`config.mk`:
```
export PLATFORM = sky130hd
export DESIGN_NAME = mod_exp_sequencer
export DESIGN_NICKNAME = d
export VERILOG_FILES = /design/src/rtl/mod_exp_sequencer.sv
export SDC_FILE = /design/constraint.sdc
export NUM_CORES = 1
export LEC_CHECK = 0
export ABC_AREA = 1
export BUFFER_PORTS_ARGS = -buffer_cell sky130_fd_sc_hd__clkbuf_2
export CORE_MARGIN = 4
export CORE_UTILIZATION = 46
export DETAILED_ROUTE_END_ITERATION = 16
export GPL_ROUTABILITY_DRIVEN = 1
export PLACE_DENSITY = 0.78
export SLEW_MARGIN = 20
export SYNTH_ARGS = -nofsm -noshare
export SYNTH_HDL_FRONTEND = slang
export SYNTH_SLANG_ARGS = --single-unit
```
`constraint.sdc`:
```
create_clock -name clk -period 2.1 [get_ports clk]
set_clock_uncertainty 0.2 [all_clocks]
set_input_delay 0.42 -clock clk [delete_from_list [all_inputs] [get_ports clk]]
set_output_delay 0.42 -clock clk [all_outputs]
set_load 0.005 [all_outputs]
```
`src/rtl/mod_exp_sequencer.sv`:
```
// Operand sequencer and result capture around modular_exp.
// Accepts one (M, D, N) job, holds the core in reset for a settle window,
// releases it while trigger marks the capture window, then presents the
// captured result (or a timeout/error status) until downstream takes it.
module mod_exp_sequencer #(
  parameter int unsigned WIDTH      = 32,
  parameter int unsigned RST_CYCLES = 4,
  parameter int unsigned TIMEOUT    = 1024
) (
  input  logic             clk,
  input  logic             reset,
  input  logic             in_valid,
  output logic             in_ready,
  input  logic [WIDTH-1:0] in_m,
  input  logic [WIDTH-1:0] in_d,
  input  logic [WIDTH-1:0] in_n,
  output logic             exp_reset,
  output logic [WIDTH-1:0] exp_m,
  output logic [WIDTH-1:0] exp_d,
  output logic [WIDTH-1:0] exp_n,
  input  logic [WIDTH-1:0] exp_result,
  input  logic             exp_done,
  output logic             out_valid,
  input  logic             out_ready,
  output logic [WIDTH-1:0] out_result,
  output logic             out_timeout,
  output logic             out_error,
  output logic             trigger,
  output logic             busy
);

  // One counter serves both the settle window and the run timeout.
  localparam int unsigned CntMax = (RST_CYCLES > TIMEOUT) ? RST_CYCLES : TIMEOUT;
  localparam int unsigned CntW   = $clog2(CntMax + 1);
  localparam logic [CntW-1:0] LoadLast = CntW'(RST_CYCLES - 1);
  localparam logic [CntW-1:0] RunLast  = CntW'(TIMEOUT - 1);

  typedef enum logic [1:0] {StIdle, StLoad, StRun, StHold} state_e;

  state_e           state_q, state_d;
  logic [CntW-1:0]  cnt_q, cnt_d;
  logic [WIDTH-1:0] m_q, m_d, d_q, d_d, n_q, n_d;
  logic [WIDTH-1:0] result_q, result_d;
  logic             timeout_q, timeout_d;
  logic             error_q, error_d;

  // State, counter, operand and result registers.
  always_ff @(posedge clk or negedge reset) begin
    if (!reset) begin
      state_q   <= StIdle;
      cnt_q     <= '0;
      m_q       <= '0;
      d_q       <= '0;
      n_q       <= '0;
      result_q  <= '0;
      timeout_q <= 1'b0;
      error_q   <= 1'b0;
    end else begin
      state_q   <= state_d;
      cnt_q     <= cnt_d;
      m_q       <= m_d;
      d_q       <= d_d;
      n_q       <= n_d;
      result_q  <= result_d;
      timeout_q <= timeout_d;
      error_q   <= error_d;
    end
  end

  // Next-state, counter and capture logic.
  always_comb begin
    state_d   = state_q;
    cnt_d     = cnt_q;
    m_d       = m_q;
    d_d       = d_q;
    n_d       = n_q;
    result_d  = result_q;
    timeout_d = timeout_q;
    error_d   = error_q;
    unique case (state_q)
      StIdle: begin
        if (in_valid) begin
          m_d       = in_m;
          d_d       = in_d;
          n_d       = in_n;
          result_d  = '0;
          timeout_d = 1'b0;
          error_d   = 1'b0;
          cnt_d     = '0;
          if (in_n == '0) begin
            // Modulus zero is rejected without ever releasing the core.
            error_d = 1'b1;
            state_d = StHold;
          end else if (in_n == WIDTH'(1)) begin
            // Anything mod 1 is 0, so bypass the core.
            state_d = StHold;
          end else begin
            state_d = StLoad;
          end
        end
      end
      StLoad: begin
        if (cnt_q == LoadLast) begin
          cnt_d   = '0;
          state_d = StRun;
        end else begin
          cnt_d = cnt_q + CntW'(1);
        end
      end
      StRun: begin
        // Done takes priority over a coincident timeout.
        if (exp_done) begin
          result_d = exp_result;
          state_d  = StHold;
        end else if (cnt_q == RunLast) begin
          result_d  = '0;
          timeout_d = 1'b1;
          state_d   = StHold;
        end else begin
          cnt_d = cnt_q + CntW'(1);
        end
      end
      StHold: begin
        if (out_ready) begin
          state_d = StIdle;
        end
      end
      default: state_d = StIdle;
    endcase
  end

  // Handshake and core-control outputs decoded from state only.
  always_comb begin
    in_ready  = (state_q == StIdle);
    exp_reset = (state_q != StRun);
    trigger   = (state_q == StRun);
    out_valid = (state_q == StHold);
    busy      = (state_q != StIdle);
  end

  assign exp_m       = m_q;
  assign exp_d       = d_q;
  assign exp_n       = n_q;
  assign out_result  = result_q;
  assign out_timeout = timeout_q;
  assign out_error   = error_q;

endmodule

```
==> metrics.md <==
| Metric | Value |
|---|---|
| Met1 Routed Length | `7190 um` |
| FF+latch count, synth | `143` |
| RePlAce Congestion | `0.864` |
| Compound-cell area share of the yosys netlist | `0.0641` |
| Hold Worst Slack | `0.00928 ns` |
| Die width | `125 um` |
| Largest net degree at the start of global routing | `73` |
| Fin crit share | `0.970` |
| CP arrival | `1.42 ns` |
| Max_slew headroom | `0.729` |
| Sequential cell area fraction in the yosys report | `0.571` |
| FFs w/ async S/R, synth | `1.00` |
| Top-count cell post-synth | `nand2_1` |
| Clock Tree Buf Depth | `2` |
| Most area-consuming cells after synthesis | `dfrtp_1, nand2_1, o21ai_2, nand2_2, nor2_1` |
| Post-synth cell types | `30` |
| Max-slew violation count | `0` |
| WL final | `17800 um` |
| Status | `finished, final reports clean` |
| CP Launch Type | `flip-flop` |
| Largest family of logic cells by synthesized area | `simple AND/OR/NAND/NOR gates` |
| Fin util | `0.665` |
| Internal | `4.97 mW` |
| Port-buffer cells | `267` |
| # DRC | `0` |
| Adder-cell share of the synthesized area | `0.00998` |
| Tot Pwr | `6.20 mW` |
| WL/cell | `14.7 um` |
| MaxCap Viol Count | `0` |
| Post-Syn Nets | `865` |
| Num Clock Sinks | `143` |
| Power per Cell Area | `702 nW/um^2` |
| Slew @ Worst Pin | `0.406 ns` |
| Synthesized area per cell | `8.62 sq um` |
| Post-detail-place hpwl | `12700 um` |
| Final total negative setup slack | `0 ns` |
| Sw Ratio | `0.199` |
| Hold depth | `3` |
| CTS tree | `yes` |
| Initial antenna violation count | `0` |
| Reg2reg path depth | `8` |
| Area fraction of the dominant cell type after synthesis | `0.571` |
| Synth Area in Simple Gates | `0.308` |
| Row cnt | `42` |
| Non-filler instance count after layout | `1217` |
| Post-Syn Area | `6270 sq um` |
| Fmax | `491 MHz` |
| Mux contribution to synthesized area | `0` |
| Share of layout cells above drive strength 1 | `0.378` |
| DR vias | `5845` |
| DR iter-0 viols | `418` |
| Vias in the first global route | `5843` |
| WS Path Type | `flip-flop to primary output` |
| First-pass GRT wire length | `29100 um` |
| Sequential power share | `0.445` |
| CTS H-tree lvls | `4` |
| Min-Delay Path Class | `primary input to flip-flop` |
| Post-synth EDFFs | `0` |
| Primary FF master, synth | `dfrtp_1` |
| Met2 routed wirelength | `8790 um` |
| Crit-path max FO | `6` |
| CP required | `1.48 ns` |
| Final-report hold violation count | `0` |
| N_diodes | `0` |
| GRT Util Overall | `0.232` |
| Clock transition at path regs | `0.06 ns` |
| Xor and xnor area share after synthesis | `0.00279` |
| Clk Tree Root Cell | `clkbuf_16` |
| Gr ovfl total | `0` |
| Nets | `1167` |
| Comb pwr share | `0.042` |
| Met3 routed WL | `1430 um` |
| CP endpoint kind | `primary output` |
| DR top layer | `met4` |
| VDD IR-drop max | `0.000464 V` |
| Commonest cells in the netlist | `nand2_1, dfrtp_1, nor2_1` |
| Initial Util | `0.471` |
| Final worst path period need | `2.04 ns` |
| DRT Pass-1 Iters | `5` |
| Leakage Power | `5.04 nW` |
| Worst-Skew Late Latency | `0.42 ns` |
| Leading area contributor after synthesis | `dfrtp_1` |
| P_sw | `1.23 mW` |
| Final setup violation count | `0` |
| Die span in y | `125 um` |
| Area Growth Syn to Fin | `41.1%` |
| Clock Power Share | `0.513` |
| Vias per cell | `4.80` |
| Io pins | `268` |
| Dpl cells | `1156` |
| Synth warnings | `0` |
| Final ANT Viol Nets | `0` |
| Total Die Area | `15600 sq um` |
| Synthesized instance count | `727` |
| Total CTS buffers | `17` |
| CORE AREA | `13300 sq um` |
-- final cells by class --
class	count	area, sq um
Sequential cell	143	3580
Tap cell	176	220
Timing Repair Buffer	314	1870
Inverter	28	105
Fill cell	1067	4450
Clock inverter	10	159
Clock buffer	21	470
Multi-Input combinational cell	525	2440
-- final timing paths --
kind	endpoint	start	slack, ns
min in group asynchronous	state_q[1]	reset	0.28
max in group asynchronous	cnt_q[4]	reset	0.86
min	exp_d[7]	in_d[7]	0.009
max	exp_reset	state_q[0]	0.06
min reg2reg	exp_d[24]	exp_d[24]	0.28
max reg2reg	out_result[8]	state_q[0]	0.14
-- logic make-up after synthesis --
| logic type | count (synthesis) |
|---|---|
| xor gates and xnor gates | 2 |
| AOI/OAI and AO/OA | 54 |
| and+or+nand+nor | 464 |
| buffers and inverters | 59 |
| adders and majority gates | 5 |
| DFF | 143 |
-- power groups by stage --
stage	combinational (mW)	clock, mW	sequential [mW]
6_report	0.263	3.18	2.76
4_1_cts	0.266	3.23	2.76
3_3_place_gp	0.221	0	2.81
5_1_grt	0.297	3.37	2.76
2_1_floorplan	0.0124	0	2.81
3_5_place_dp	0.222	0	2.81
-- critical path: stages (launching register included) --
cell and delay, ns:
dfrtp_1 0.41, inv_2 0.10, ha_4 0.17, inv_1 0.06, buf_4 0.15, clkbuf_2 0.11
-- routing by layer --
layer	vias up	global-route usage
met5	-	0
met4	0	0.0819
met3	33	0.0703
met2	255	0.386
met1	2697	0.287
li1	2860	-
-- what timing repair did --
item                                    4_1_cts  5_1_grt
endpoints found under the setup margin        1       25
gates cloned                                  0        0
hold endpoints to repair                     63        0
resized for setup                             2        4
setup buffers                                 0        1
hold buffers                                 29        0
-- state kept, by name (all words and copies together), names as in the netlist --
name / count
exp_n: 32
state_q: 2
out_timeout: 1
cnt_q: 11
out_error: 1
exp_m: 32
exp_d: 32
out_result: 32
-- layout by cell type, fill, tap and decap left out, types with 2 or more instances in the layout --
cell and instances:
a21oi_1 3, buf_12 8, buf_4 10, bufinv_16 4, clkbuf_16 17, clkbuf_2 266, clkbuf_8 3, clkinv_2 3
clkinvlp_4 2, dfrtp_1 143, dlygate4sd3_1 29, ha_1 2, ha_2 2, inv_1 23, inv_2 5, nand2_1 363
nand2_2 30, nand2_4 2, nand3_1 16, nand3_4 2, nand4_1 9, nor2_1 33, nor3_1 3, o21ai_0 14
o21ai_2 32, o21bai_1 2, or2_2 2, xor2_1 2
-- stage by stage --
stage	worst slack, ns	area [sq um]
5_1_grt	-0.00981	8840
2_1_floorplan	0.233	6270
6_report	0.0623	8840
3_5_place_dp	0.133	7900
4_1_cts	0.0117	8830
3_3_place_gp	0.211	7900
Power figures use the tool's default switching activity.
